## config.mk

```make
export PLATFORM = sky130hd
export DESIGN_NAME = axi_line_write_master
export DESIGN_NICKNAME = d
export VERILOG_FILES = /design/src/rtl/axi_line_write_master.sv
export SDC_FILE = /design/constraint.sdc
export NUM_CORES = 1
export LEC_CHECK = 0
export BUFFER_PORTS_ARGS = -buffer_cell sky130_fd_sc_hd__buf_2
export CAP_MARGIN = 20
export CORE_ASPECT_RATIO = 0.9
export CORE_MARGIN = 2
export CORE_UTILIZATION = 55
export CTS_CLUSTER_SIZE = 25
export DETAILED_ROUTE_END_ITERATION = 10
export HOLD_SLACK_MARGIN = 0.1
export PLACE_DENSITY = 0.91
export SYNTH_ARGS = -nofsm -noshare
export SYNTH_HDL_FRONTEND = slang
export SYNTH_SLANG_ARGS = --single-unit
```

## constraint.sdc

```tcl
create_clock -name clk -period 3.42 [get_ports clk]
set_input_delay 0.171 -clock clk [delete_from_list [all_inputs] [get_ports clk]]
set_output_delay 0.171 -clock clk [all_outputs]
set_load 0.005 [all_outputs]
```

## src/rtl/axi_line_write_master.sv

```systemverilog
// axi_line_write_master: writes one dirty cache line to memory as a single
// AXI4 INCR write burst (AW, W beats, B) and pulses completion with an error flag.
// Build option: define AXI_WRITE_AW_W_OVERLAP_EN to issue AW and W concurrently.
module axi_line_write_master #(
  parameter int         ADDR_WIDTH      = 32,
  parameter int         AXI_DATA_WIDTH  = 32,
  parameter int         _REQ_DATA_WIDTH = 256,
  parameter logic [7:0] _AW_LEN         = 8'h7,
  parameter logic [2:0] _AW_SIZE        = 3'b010,
  parameter logic [1:0] _AW_BURST       = 2'b01
) (
  input  logic                          clk,
  input  logic                          rst_n,
  input  logic                          write_req_valid,
  output logic                          write_req_ready,
  input  logic [ADDR_WIDTH-1:0]         write_addr,
  input  logic [_REQ_DATA_WIDTH-1:0]    write_data,
  output logic                          write_resp_valid,
  output logic                          write_resp_err,
  output logic                          awvalid,
  input  logic                          awready,
  output logic [ADDR_WIDTH-1:0]         awaddr,
  output logic [7:0]                    awlen,
  output logic [2:0]                    awsize,
  output logic [1:0]                    awburst,
  output logic                          wvalid,
  input  logic                          wready,
  output logic [AXI_DATA_WIDTH-1:0]     wdata,
  output logic [AXI_DATA_WIDTH/8-1:0]   wstrb,
  output logic                          wlast,
  input  logic                          bvalid,
  output logic                          bready,
  input  logic [1:0]                    bresp
);

  localparam int unsigned NBEATS   = int'(_AW_LEN) + 1;
  localparam int unsigned OFF_BITS = $clog2(_REQ_DATA_WIDTH / 8);
  localparam int unsigned CNT_W    = (NBEATS > 1) ? $clog2(NBEATS) : 1;
  localparam logic [CNT_W-1:0]      LAST_BEAT = CNT_W'(_AW_LEN);
  localparam logic [ADDR_WIDTH-1:0] ADDR_MASK =
    ~((ADDR_WIDTH'(1) << OFF_BITS) - ADDR_WIDTH'(1));

`ifdef AXI_WRITE_AW_W_OVERLAP_EN
  typedef enum logic [1:0] {S_IDLE, S_AW_W, S_B} state_t;
`else
  typedef enum logic [1:0] {S_IDLE, S_AW, S_W, S_B} state_t;
`endif

  state_t                    state_q, state_d;
  logic [CNT_W-1:0]          beat_cnt_q;
  logic [ADDR_WIDTH-1:0]     addr_q;
  logic [AXI_DATA_WIDTH-1:0] beats_q [NBEATS];
  logic                      resp_valid_q;
  logic                      resp_err_q;
  logic                      accept;
  logic                      beat_hs;
  logic                      last_beat;
  logic                      b_hs;
  logic                      bresp_unused;

`ifdef AXI_WRITE_AW_W_OVERLAP_EN
  logic aw_done_q;
  logic w_done_q;
`endif

  assign last_beat = (beat_cnt_q == LAST_BEAT);
  assign accept    = write_req_valid & write_req_ready;
  assign beat_hs   = wvalid & wready;
  assign b_hs      = bvalid & bready;

  assign awaddr    = addr_q;
  assign awlen     = _AW_LEN;
  assign awsize    = _AW_SIZE;
  assign awburst   = _AW_BURST;
  assign wdata     = beats_q[beat_cnt_q];
  assign wstrb     = '1;
  assign wlast     = wvalid & last_beat;

  assign write_resp_valid = resp_valid_q;
  assign write_resp_err   = resp_err_q;

  // Only BRESP[1] distinguishes error from OKAY/EXOKAY.
  assign bresp_unused = bresp[0];

  // State register; reset abandons any burst in flight.
  always_ff @(posedge clk or negedge rst_n) begin
    if (!rst_n) begin
      state_q <= S_IDLE;
    end else begin
      state_q <= state_d;
    end
  end

  // Next-state and channel handshake outputs, decoded from the current state.
  always_comb begin
    state_d         = state_q;
    write_req_ready = 1'b0;
    awvalid         = 1'b0;
    wvalid          = 1'b0;
    bready          = 1'b0;
    case (state_q)
      S_IDLE: begin
        write_req_ready = 1'b1;
        if (write_req_valid) begin
`ifdef AXI_WRITE_AW_W_OVERLAP_EN
          state_d = S_AW_W;
`else
          state_d = S_AW;
`endif
        end
      end
`ifdef AXI_WRITE_AW_W_OVERLAP_EN
      // AW and W complete independently; leave once both are done, in either order.
      S_AW_W: begin
        awvalid = ~aw_done_q;
        wvalid  = ~w_done_q;
        if ((aw_done_q | awready) & (w_done_q | (wready & last_beat))) begin
          state_d = S_B;
        end
      end
`else
      S_AW: begin
        awvalid = 1'b1;
        if (awready) begin
          state_d = S_W;
        end
      end
      S_W: begin
        wvalid = 1'b1;
        if (wready & last_beat) begin
          state_d = S_B;
        end
      end
`endif
      S_B: begin
        bready = 1'b1;
        if (bvalid) begin
          state_d = S_IDLE;
        end
      end
      default: state_d = S_IDLE;
    endcase
  end

  // Latch the line address and beat counter; step the counter per accepted beat.
  always_ff @(posedge clk or negedge rst_n) begin
    if (!rst_n) begin
      addr_q     <= '0;
      beat_cnt_q <= '0;
    end else if (accept) begin
      addr_q     <= write_addr & ADDR_MASK;
      beat_cnt_q <= '0;
    end else if (beat_hs && !last_beat) begin
      beat_cnt_q <= beat_cnt_q + CNT_W'(1);
    end
  end

  // Line data captured beat-wise on accept.
  for (genvar g = 0; g < NBEATS; g++) begin : g_beat
    always_ff @(posedge clk or negedge rst_n) begin
      if (!rst_n) begin
        beats_q[g] <= '0;
      end else if (accept) begin
        beats_q[g] <= write_data[g*AXI_DATA_WIDTH +: AXI_DATA_WIDTH];
      end
    end
  end

  // Completion pulse, registered so it coincides with ready in the following cycle.
  always_ff @(posedge clk or negedge rst_n) begin
    if (!rst_n) begin
      resp_valid_q <= 1'b0;
      resp_err_q   <= 1'b0;
    end else begin
      resp_valid_q <= b_hs;
      resp_err_q   <= b_hs & bresp[1];
    end
  end

`ifdef AXI_WRITE_AW_W_OVERLAP_EN
  // Per-channel completion flags for the overlapped AW/W phase.
  always_ff @(posedge clk or negedge rst_n) begin
    if (!rst_n) begin
      aw_done_q <= 1'b0;
      w_done_q  <= 1'b0;
    end else if (accept) begin
      aw_done_q <= 1'b0;
      w_done_q  <= 1'b0;
    end else begin
      if (awvalid && awready) begin
        aw_done_q <= 1'b1;
      end
      if (beat_hs && last_beat) begin
        w_done_q <= 1'b1;
      end
    end
  end
`endif

endmodule

```

# After elaboration in Yosys (flattened, before gate mapping)
# Cells that the tools add are included.
[op_classes]
muxes = 14
shift = 0
div = 0
reduce_logical = 5
bitwise_logic = 7
n_lt_le_gt_ge = 1
add_sub_neg = 1
mul = 0
n_eq_ne = 8
[op_table]
columns = ["operator", "n"]
rows = [
  ["binary-select mux 32 bit (select 3 bit)", 1],
  ["2-to-1 mux 32 bit", 2],
  ["2-to-1 mux 2 bit", 4],
  ["!= test 2 bit, second input constant", 4],
  ["case mux 2 bit (4 select lines)", 1],
  ["AND 1 bit", 6],
  ["2-to-1 mux 3 bit", 2],
  ["== test 2 bit, second input constant", 2],
  ["greater-or-equal comparator 4 bit, second input constant", 1],
  ["2-to-1 mux 1 bit", 4],
  ["NOT 3 -> 4 bit", 1],
  ["AND reduction 4 bit", 1],
  ["adder 3 x 1 -> 3 bit, second input constant", 1],
  ["== test 3 bit, second input constant", 1],
  ["== test 2 x 1 -> 1 bit, second input constant", 1],
  ["zero test 2 bit", 1],
  ["nonzero test 2 bit", 1],
  ["logical AND 1 bit", 1],
  ["zero test 1 bit", 1],
]
[totals]
ram_bits = 0
out_inout_bits = 88
reg_bits = 290
input_bits = 296
latchBits = 0
romBits = 0
elab_cells = 49
memories = 0

# Logic depth before layout (Yosys ltp)
[depth]
depth_word = 6
depth_mapped = 7
depth_no_buf = 5

# Worst setup path after synthesis
# No wires, ideal clock.
[synth_timing]
path_kind = "reg2reg"
from = "register state_q[0]"
to = "register beats_q[187] (netlist name)"
path_slack_ps = 1564
arrival_ps = 1731
path_buffers = 3
path_stages_with_launch = 8
period_less_slack_ps = 1856
required_time_ps = 3295
setup_ps = 125
path_cell_list = "dfrtp_1 inv_1 ha_1 and2_1 clkbuf_1 buf_2 buf_2 mux2_2"
[synth_between]
elab_chain_len = 3
[synth_rtl]
columns = ["item", "line_no", "rtl"]
rows = [
  ["start: declaration", "49", "state_t state_q, state_d;"],
  ["start signal: assignment", "90", "state_q <= state_d;"],
  ["zero test 2 bit", "101", "case (state_q)"],
  ["2-to-1 mux 1 bit", "101", ""],
  ["via write_req_ready", "15", "output logic write_req_ready,"],
  ["AND 1 bit", "67", "assign accept = write_req_valid & write_req_ready;"],
  ["end signal: indexed assignment", "164", "beats_q[g] <= write_data[g*AXI_DATA_WIDTH +: AXI_DATA_WIDTH];"],
  ["end: declaration", "52", "logic [AXI_DATA_WIDTH-1:0] beats_q [NBEATS];"],
]
# The timed path passes the listed nets, and every way through them passes these cells.
# A chain may end at the register's enable or synchronous reset.

# Worst setup path after layout
[layout_timing]
from = "register beat_cnt_q[1]"
to = "output wdata[31]"
[layout_between]
elab_chain_len = 4
[layout_rtl]
columns = ["item", "line_no", "rtl"]
rows = [
  ["start: declaration", "50", "logic [CNT_W-1:0] beat_cnt_q;"],
  ["start signal: assignment", "154", "beat_cnt_q <= beat_cnt_q + CNT_W'(1);"],
  ["NOT 3 -> 4 bit (not written as such)", "75", "assign wdata = beats_q[beat_cnt_q];"],
  ["binary-select mux 32 bit (select 3 bit)", "75", ""],
  ["2-to-1 mux 32 bit (not written as such) (2 in a row)", "75", ""],
  ["end: declaration", "28", "output logic [AXI_DATA_WIDTH-1:0] wdata,"],
]
# Every way passes these cells. The select of a mux whose other input is x is not followed.

==> flow_metrics.py <==
metrics = {
    "status": {
        "run_status": "finished, final reports clean",
    },
    "final_layout": {
        "layout.cells.most_common_list": "sky130_fd_sc_hd__buf_2 (354), sky130_fd_sc_hd__mux2_2 (316), sky130_fd_sc_hd__dfrtp_1 (287), sky130_fd_sc_hd__dlygate4sd3_1 (287), sky130_fd_sc_hd__mux4_2 (59)",
        "synthToLayoutAreaGrowth_pct": 45.2,
        "layout.cell_area.non_filler_mm2": 0.0188,
        "sequential_cell_area_mm2": 0.00727,
        "post_route_cells_drive_above_1_share": 0.557,
        "fin_nets": 1704,
        "multi_input_comb_area_mm2": 0.00531,
        "fill_cells": 1085,
        "most_common_cell_after_layout_fill_and_taps_aside": "sky130_fd_sc_hd__buf_2",
    },
    "sta": {
        "skew_ns": 0.0101,
        "timing_max_transition_violations_final": 0,
        "min_period_over_period": 0.788,
        "final-hold-violation-count": 0,
        "timing.setup.tns_ns": 0,
        "max_slew_margin": 0.571,
        "setup_viol_count_final": 0,
        "max_slew.worst_pin.slew_ns": 0.627,
        "setup_repair_after_global_routing_missed_its_margin": "false",
        "fmax_ghz": 0.371,
        "finalCriticalPeriod_ns": 2.70,
    },
    "route": {
        "number_of_drc_markers_in_iteration_0": 665,
        "routed_via_density": 5.55,
        "post_drt_wl_per_cell_um": 23.5,
        "antenna_left": 0,
        "drt_pre_antenna_iters": 5,
        "routed_wirelength_um": 40800,
        "vias": 9643,
        "drc_errors": 0,
    },
    "cts": {
        "cts_tree": "yes",
        "clock_latency_of_the_later_clocked_register_in_the_worst_skew_pair_ns": 0.55,
        "clock_sink_count": 290,
        "clock_transition_at_the_registers_of_the_reported_paths_ns": 0.07,
        "cts_post_setup_buffers_inserted": 0,
        "max-clock-path-buffers": 3,
        "tritoncts_buffer_count": 29,
        "clk_root_buffer_cell": "sky130_fd_sc_hd__clkbuf_16",
        "cts-htree-levels": 1,
    },
    "grt": {
        "via_count_of_the_first_global_routing_pass": 11100,
        "number_of_antenna_violations_at_the_first_check_in_global_routing": 8,
        "grt_start_max_net_pins": 119,
        "global_route_congestion_overflow_total": 0,
        "grtUsageTotal": 0.329,
        "grt_first_pass_wirelength_um": 63200,
    },
    "place": {
        "numPortBuffers": 355,
        "hpwlAfterDp_um": 20300,
        "gp_congestion": 0.771,
        "placement.cell_area_mm2": 0.0149,
    },
    "synthesis": {
        "synth_sequential_area_ratio": 0.561,
        "synthAdderAreaFrac": 0.00677,
        "yosys_register_bits": 290,
        "synth_cells": 771,
        "largest_family_of_logic_cells_by_synthesized_area": "multiplexers",
        "synthesis.area_per_instance_um2": 16.8,
        "post_synth_and_or_nand_nor_area_fraction": 0.00561,
        "synth_area_mm2": 0.0129,
        "post_synth_mux_area_share": 0.389,
        "synth_compound_area_frac": 0.00145,
        "yosysWarningCount": 0,
        "ys.flop_type": "sky130_fd_sc_hd__dfrtp_1",
        "synth_enable_flop_cells": 0,
        "synthArstFlopShare": 1.00,
        "yosysUniqueCellTypes": 23,
        "synth-xor-area-share": 0.000677,
    },
    "setup_path": {
        "required_ns": 3.25,
        "cp.buffers_inverters": 2,
        "cp-end-kind": "output port",
        "critPathTopFamily": "multiplexers",
        "critPathKind": "flip-flop to output port",
        "crit_path_start_kind": "flip-flop",
        "arrival_ns": 2.52,
        "worst_path_max_delay_cell": "sky130_fd_sc_hd__mux4_4",
        "max_stage_delay_ns": 0.70,
        "timing.critical_path.fanout_max": 19,
        "critical_path.cell_chain": "buf_4, mux4_4, mux2_2, buf_2",
    },
    "floorplan": {
        "dieArea_mm2": 0.0248,
        "floorplan.die.width_um": 166,
        "core_mm2": 0.0232,
        "io_pins": 384,
        "initial_core_util": 0.558,
        "placementRows": 53,
        "dieHeight_um": 150,
    },
    "power_and_ir_drop": {
        "static-leakage-power_nw": 8.35,
        "post-layout-total-power_mw": 16.0,
        "worst_ir_drop_vdd_v": 0.000513,
        "p_per_area_mw_per_mm2": 852,
    },
    "flow_run": {
        "drv.max_cap_violation_count": 0,
    },
    "min_path": {
        "hold_path.class": "input pin to flip-flop",
    },
}
worst min-delay path, cell delays in order:
cell                      delay (ns)
sky130_fd_sc_hd__buf_2          0.09
sky130_fd_sc_hd__nor2b_1        0.11
sky130_fd_sc_hd__or3_1          0.12
sky130_fd_sc_hd__o32a_1         0.12
timing repair:
action,4_1_cts,5_1_grt
endpoints found under the hold margin,351,0
hold buffers,287,0
resized for setup,0,0
cell families (layout without fill, tap and decap cells):
group	count (synthesis)	after routing
muxes	382	382
DFF	290	290
buffers and inverters	74	706
and+or+nand+nor	13	13
adders and majority gates	7	7
other	2	33
AOI/OAI and AO/OA	2	2
xor gates and xnor gates	1	1
cells in the mapped netlist (3+ instances only):
master,count,area [um2]
sky130_fd_sc_hd__mux4_1,4,105
sky130_fd_sc_hd__and2_1,3,18.8
sky130_fd_sc_hd__buf_6,6,67.6
sky130_fd_sc_hd__ha_1,7,87.6
sky130_fd_sc_hd__buf_4,22,165
sky130_fd_sc_hd__mux2_2,316,3560
sky130_fd_sc_hd__clkbuf_1,5,18.8
sky130_fd_sc_hd__mux4_2,59,1330
sky130_fd_sc_hd__nor2_1,3,11.3
sky130_fd_sc_hd__buf_2,39,195
sky130_fd_sc_hd__nor2b_1,3,18.8
sky130_fd_sc_hd__dfrtp_1,290,7260
power by group:
part           total, mW  switching (mW)  internal, mW  leakage [nW]
combinational       6.28            2.46          3.82          4.43
sequential          6.38            1.17          5.21          3.43
clock               3.37            1.41          1.96         0.484
total               16.0            5.04          11.0          8.35
routing by layer:
metal	share of wire	vias to the layer above	routed length (um)	global-route usage
met5	0	-	0	0
met4	0.051	0	2100	0.163
met3	0.058	146	2380	0.0629
met2	0.53	508	21700	0.599
met1	0.36	4906	14600	0.376
li1	-	4083	-	-
state kept, by name, indices dropped and copies added, names as in the netlist:
signal / flops
beat_cnt_q: 3
write_resp_valid: 1
awaddr: 27
write_resp_err: 1
state_q: 2
beats_q: 256
per-stage QoR:
stage / util / setup slack (ns) / hold slack, ns / std cells
floorplan: - / 1.56 / -0.125 / 791
global placement: 0.642 / 1.31 / 0.160 / 1385
detailed placement: 0.642 / 1.29 / 0.159 / 1385
CTS: 0.809 / 0.719 / 0.102 / 1725
global route: 0.810 / 0.639 / 0.153 / 1734
finish: 0.810 / 0.724 / 0.112 / 1736
final timing paths:
check                      depth (start not counted)                       end  slack, ns                      start
max in group asynchronous                          3   beats_q[74]$_DFFE_PN0P_       2.21                      rst_n
hold reg to reg                                    1    awaddr[19]$_DFFE_PN0P_       0.50     awaddr[19]$_DFFE_PN0P_
min in group asynchronous                          2  beats_q[186]$_DFFE_PN0P_       0.15                      rst_n
hold / removal                                     4    state_q[0]$_DFFE_PN0P_       0.11                    awready
setup reg to reg                                   4    state_q[1]$_DFFE_PN0P_       1.32  beat_cnt_q[2]$_DFFE_PN0P_
setup / recovery                                   4                 wdata[31]       0.72  beat_cnt_q[1]$_DFFE_PN0P_
final cells by class:
| class | count | share of cell area |
|---|---|---|
| Sequential cell | 290 | 0.386 |
| Multi-Input combinational cell | 427 | 0.282 |
| Timing Repair Buffer | 651 | 0.256 |
| Clock buffer | 42 | 0.0455 |
| Tap cell | 302 | 0.0201 |
| Clock inverter | 11 | 0.00752 |
| Antenna cell | 11 | 0.00146 |
| Inverter | 2 | 0.000399 |
No activity file was read; power rests on OpenSTA's default activity.
